===== src/rtl/tug_round_scorer.sv =====
// Round scorer at the far end of the tug-of-war light chain.
// Awards points when a player pulls the light off an edge, holds the chain
// in round-reset while it re-centres, and latches the match winner.
module tug_round_scorer #(
  parameter int unsigned SCORE_W     = 3,
  parameter int unsigned MAX_SCORE   = 7,
  parameter int unsigned HOLD_CYCLES = 4
) (
  input  logic               clk,
  input  logic               Reset,
  input  logic               L,
  input  logic               R,
  input  logic               leftEndOn,
  input  logic               rightEndOn,
  output logic               roundReset,
  output logic               leftWins,
  output logic               rightWins,
  output logic [SCORE_W-1:0] leftScore,
  output logic [SCORE_W-1:0] rightScore,
  output logic               matchOver,
  output logic               winnerLeft
);

  localparam int unsigned CNT_W = (HOLD_CYCLES > 1) ? $clog2(HOLD_CYCLES) : 1;
  localparam logic [CNT_W-1:0]   HOLD_LOAD = CNT_W'(HOLD_CYCLES - 1);
  localparam logic [SCORE_W-1:0] SCORE_MAX = SCORE_W'(MAX_SCORE);

  typedef enum logic [1:0] {
    ST_PLAY = 2'd0,
    ST_HOLD = 2'd1,
    ST_DONE = 2'd2
  } state_e;

  state_e             state_q, state_d;
  logic [CNT_W-1:0]   cnt_q, cnt_d;
  logic [SCORE_W-1:0] left_score_q, left_score_d;
  logic [SCORE_W-1:0] right_score_q, right_score_d;
  logic               round_reset_q, round_reset_d;
  logic               left_wins_q, left_wins_d;
  logic               right_wins_q, right_wins_d;
  logic               match_over_q, match_over_d;
  logic               winner_left_q, winner_left_d;
  logic               award_left, award_right;

  // State, counter, score and output registers; Reset overrides any point.
  always_ff @(posedge clk) begin
    if (Reset) begin
      state_q       <= ST_PLAY;
      cnt_q         <= '0;
      left_score_q  <= '0;
      right_score_q <= '0;
      round_reset_q <= 1'b0;
      left_wins_q   <= 1'b0;
      right_wins_q  <= 1'b0;
      match_over_q  <= 1'b0;
      winner_left_q <= 1'b0;
    end else begin
      state_q       <= state_d;
      cnt_q         <= cnt_d;
      left_score_q  <= left_score_d;
      right_score_q <= right_score_d;
      round_reset_q <= round_reset_d;
      left_wins_q   <= left_wins_d;
      right_wins_q  <= right_wins_d;
      match_over_q  <= match_over_d;
      winner_left_q <= winner_left_d;
    end
  end

  // Next state: point detection in PLAY, hold countdown, DONE is terminal.
  always_comb begin
    state_d       = state_q;
    cnt_d         = cnt_q;
    left_score_d  = left_score_q;
    right_score_d = right_score_q;
    award_left    = 1'b0;
    award_right   = 1'b0;
    case (state_q)
      ST_PLAY: begin
        // L&R together never qualifies, so at most one award per cycle.
        award_left  = leftEndOn & L & ~R;
        award_right = rightEndOn & R & ~L;
        if (award_left && award_right) begin
          award_left  = 1'b0;
          award_right = 1'b0;
        end
        if (award_left) begin
          left_score_d = left_score_q + SCORE_W'(1);
          if (left_score_d == SCORE_MAX) begin
            state_d = ST_DONE;
          end else begin
            state_d = ST_HOLD;
            cnt_d   = HOLD_LOAD;
          end
        end else if (award_right) begin
          right_score_d = right_score_q + SCORE_W'(1);
          if (right_score_d == SCORE_MAX) begin
            state_d = ST_DONE;
          end else begin
            state_d = ST_HOLD;
            cnt_d   = HOLD_LOAD;
          end
        end
      end
      ST_HOLD: begin
        if (cnt_q == '0) begin
          state_d = ST_PLAY;
        end else begin
          cnt_d = cnt_q - CNT_W'(1);
        end
      end
      ST_DONE: begin
        state_d = ST_DONE;
      end
      default: begin
        state_d = ST_PLAY;
      end
    endcase
  end

  // Registered output values derived from the upcoming state.
  always_comb begin
    round_reset_d = (state_d != ST_PLAY);
    left_wins_d   = award_left;
    right_wins_d  = award_right;
    match_over_d  = (state_d == ST_DONE);
    winner_left_d = winner_left_q;
    if (state_q == ST_PLAY && state_d == ST_DONE) begin
      winner_left_d = award_left;
    end
  end

  assign roundReset = round_reset_q;
  assign leftWins   = left_wins_q;
  assign rightWins  = right_wins_q;
  assign leftScore  = left_score_q;
  assign rightScore = right_score_q;
  assign matchOver  = match_over_q;
  assign winnerLeft = winner_left_q;

endmodule


===== config.mk =====
export PLATFORM = sky130hd
export DESIGN_NAME = tug_round_scorer
export DESIGN_NICKNAME = d
export VERILOG_FILES = /design/src/rtl/tug_round_scorer.sv
export SDC_FILE = /design/constraint.sdc
export NUM_CORES = 1
export LEC_CHECK = 0
export BUFFER_PORTS_ARGS = -buffer_cell sky130_fd_sc_hd__buf_4
export CAP_MARGIN = 20
export CORE_MARGIN = 4
export CORE_UTILIZATION = 43
export DETAILED_ROUTE_END_ITERATION = 10
export PLACE_DENSITY = 0.78
export SLEW_MARGIN = 20
export SYNTH_ARGS = -nofsm -noshare
export SYNTH_HDL_FRONTEND = slang
export SYNTH_SLANG_ARGS = --single-unit

===== constraint.sdc =====
create_clock -name clk -period 3.6 [get_ports clk]
set_clock_uncertainty 0.15 [all_clocks]
set_input_delay 0.18 -clock clk [delete_from_list [all_inputs] [get_ports clk]]
set_output_delay 0.18 -clock clk [all_outputs]
set_load 0.05 [all_outputs]

==> metrics.cfg <==
[yosys]
synthTopCellsByCount=15 x dfxtp_1, 11 x nor2_1, 8 x inv_1
synth_top_family_by_area=simple AND/OR/NAND/NOR gates
synth_fp_nets=94
synth-xor-area-share_pct=7.23
synthAdderAreaFrac_pct=12.0
syn_inst=81
ys.flop_type=dfxtp_1
muxShareOfSynthArea_pct=2.07
synth-edff-count=0
ys_types=24
synth_top_area_share_pct=41.3
ys_seq_area_share_pct=41.3
yosysWarnings=0
syn-cell-area_um2=727
ys_top_cells_by_area=dfxtp_1 41%, ha_1 12%, nor2_1 5.7%
ys_ff_latch=15
ys_async_sr_fraction_pct=0
yosysMostFrequentCell=dfxtp_1
synth_top_cell_by_area=dfxtp_1
synth-compound-area-share_pct=13.1
syn_avg_cell_area_um2=8.97
synth-simple-area-share_pct=18.1

[timing]
final_max_slew_viol_count=0
tightest_slew_ns=0.722
fin_crit_sh_pct=50.0
hold_viol_final=0
rsz0062_at_grt=no
fin_crit_ns=1.80
tns_ns=0
finalSetupViolCount=0
slew_headroom_pct=51.7
fmax_mhz=556

[global_routing]
first_global_vias=598
grt_pass1_wl_um=2620
antenna_found_initial=0
grt_usage_pct=14.2
grt_max_degree=17
grt_overflow=0

[power_and_ir_drop]
pwr-share-seq_pct=53.4
switching_share_pct=28.4
p_comb_share_pct=17.6
p_sw_w=0.0000950
pwr-share-clk_pct=28.9
p_leak_nw=0.402
intPower_w=0.000239
power.density_nw_per_um2=381
ir_drop_uv=160

[place]
dpl.hpwl_um=1010
placed_cells=109
port_buffers=16
gp_congestion=0.732

[hold_path]
hold_class=in2reg

[critical_path]
cp.required_ns=3.63
crit_type=reg2reg
end_kind=flip-flop
start_kind=flip-flop
critPathMaxFanout=4
crit_arrival_ns=1.83

[route]
via_per_inst=5.35
num_vias=605
drt_iter0_drc=4
drc=0
first_pass_iters=4
routedWlPerCell_um=13.1
wirelength_um=1480
ant_nets=0

[cts]
cts.sinks=15
path_clk_slew_ns=0.09
cts_setup_buffers=0
clk_latency_ns=0.28
cts_hold_buf=0
cts_buffers=3
cts_resized=0
root_buffer=clkbuf_4
htree_levels=1
cts_buffer_depth=2
cts_tree=built

[finish]
drive_above_1_share_pct=22.7
area_growth_pct=20.8
instances_no_fill=113
nFillCells=134
num_antenna_cells=0
final_nets=111

[floorplanning]
dieArea_um2=2410
die_w_um=49.1
fp-row-count=14
core-area_um2=1560
boundaryPins=17
die_y_um=49.1
start_util_pct=46.6

[run]
drv_cap=0

[run_status]
status=finished, final reports clean

[final cells by class]
class / count / area [µm²] / share of cell area [%]
Tap cell: 16 / 20.0 / 2.28
Sequential cell: 15 / 300 / 34.2
Multi-Input combinational cell: 54 / 382 / 43.4
Timing Repair Buffer: 16 / 120 / 13.7
Inverter: 8 / 30.0 / 3.42
Clock buffer: 4 / 26.3 / 2.99
[cell usage in the layout (no fill, tap or decap)]
master    synthesis  final
a21o_1            1      1
a211oi_1          1      1
or3_1             1      1
a311oi_1          3      3
inv_1             8      8
ha_1              7      7
nor2_1           11     11
nand2_1           4      4
a211o_1           1      1
nand3_1           2      2
a21oi_1           5      5
a31oi_1           1      1
dfxtp_1          15     15
buf_4             0     16
xnor2_1           3      3
nor3b_1           1      1
or2_1             2      2
o21ai_0           1      1
nor3b_2           1      1
and3_4            1      1
clkbuf_1          4      1
o31a_1            1      1
xor2_1            3      3
clkbuf_4          0      3
nor3_1            3      3
mux2_4            1      1
[sequential cells by signal, indices dropped and copies added, names as in the netlist]
| signal | flops |
|---|---|
| matchOver | 1 |
| cnt_q | 2 |
| state_q | 2 |
| leftScore | 3 |
| rightWins | 1 |
| rightScore | 3 |
| leftWins | 1 |
| winnerLeft | 1 |
| roundReset | 1 |
[logic make-up (layout without fill, tap and decap cells)]
family | count (synthesis) | count (layout)
flops | 15 | 15
fa+ha+maj | 7 | 7
simple gates | 26 | 26
buf+inv | 12 | 28
compound gates | 14 | 14
xor+xnor | 6 | 6
mux | 1 | 1
[metal layers]
metal	up-vias	GRT usage (%)	wire length [µm]
met1	273	15.8	674
li1	302	-	-
met4	0	12.3	63
met2	21	23.0	670
met5	-	0	0
met3	9	2.75	71
[worst paths after layout]
check                           slack, ns           from  depth (start not counted)       endpoint
worst max register to register       1.80  rightScore[1]                          5       cnt_q[1]
worst max-delay path                 1.80  rightScore[1]                          5       cnt_q[1]
worst min register to register       0.34       cnt_q[0]                          2       cnt_q[0]
worst min-delay path                 0.04          Reset                          2  rightScore[0]
[power groups by stage]
stage | sequential, W | clock, W | combinational (W)
after CTS | 0.000179 | 0.0000985 | 0.0000589
after global placement | 0.000182 | 0 | 0.0000568
after global routing | 0.000180 | 0.000105 | 0.0000654
after detailed placement | 0.000182 | 0 | 0.0000586
final | 0.000179 | 0.0000968 | 0.0000589
after floorplan | 0.000195 | 0 | 0.0000296
[critical path, cell delays in order, from the launching register on]
cell and delay, ns:
dfxtp_1 0.35, ha_1 0.21, xnor2_1 0.15, nor3b_2 0.30, o31a_1 0.23, mux2_4 0.30
[per-stage QoR]
| step | setup WS [ns] | area (µm²) | hold WS (ns) | util (%) | power [W] |
|---|---|---|---|---|---|
| final | 1.80 | 878 | 0.0355 | 56.3 | 0.000334 |
| after floorplan | 1.59 | 727 | 0.297 | - | 0.000225 |
| after detailed placement | 1.59 | 852 | 0.321 | 54.7 | 0.000241 |
| after global routing | 1.70 | 878 | 0.0316 | 56.3 | 0.000350 |
| after CTS | 1.80 | 878 | 0.0272 | 56.3 | 0.000336 |
| after global placement | 1.61 | 852 | 0.321 | 54.7 | 0.000239 |
Note: power is estimated with default switching activity, not from simulation.
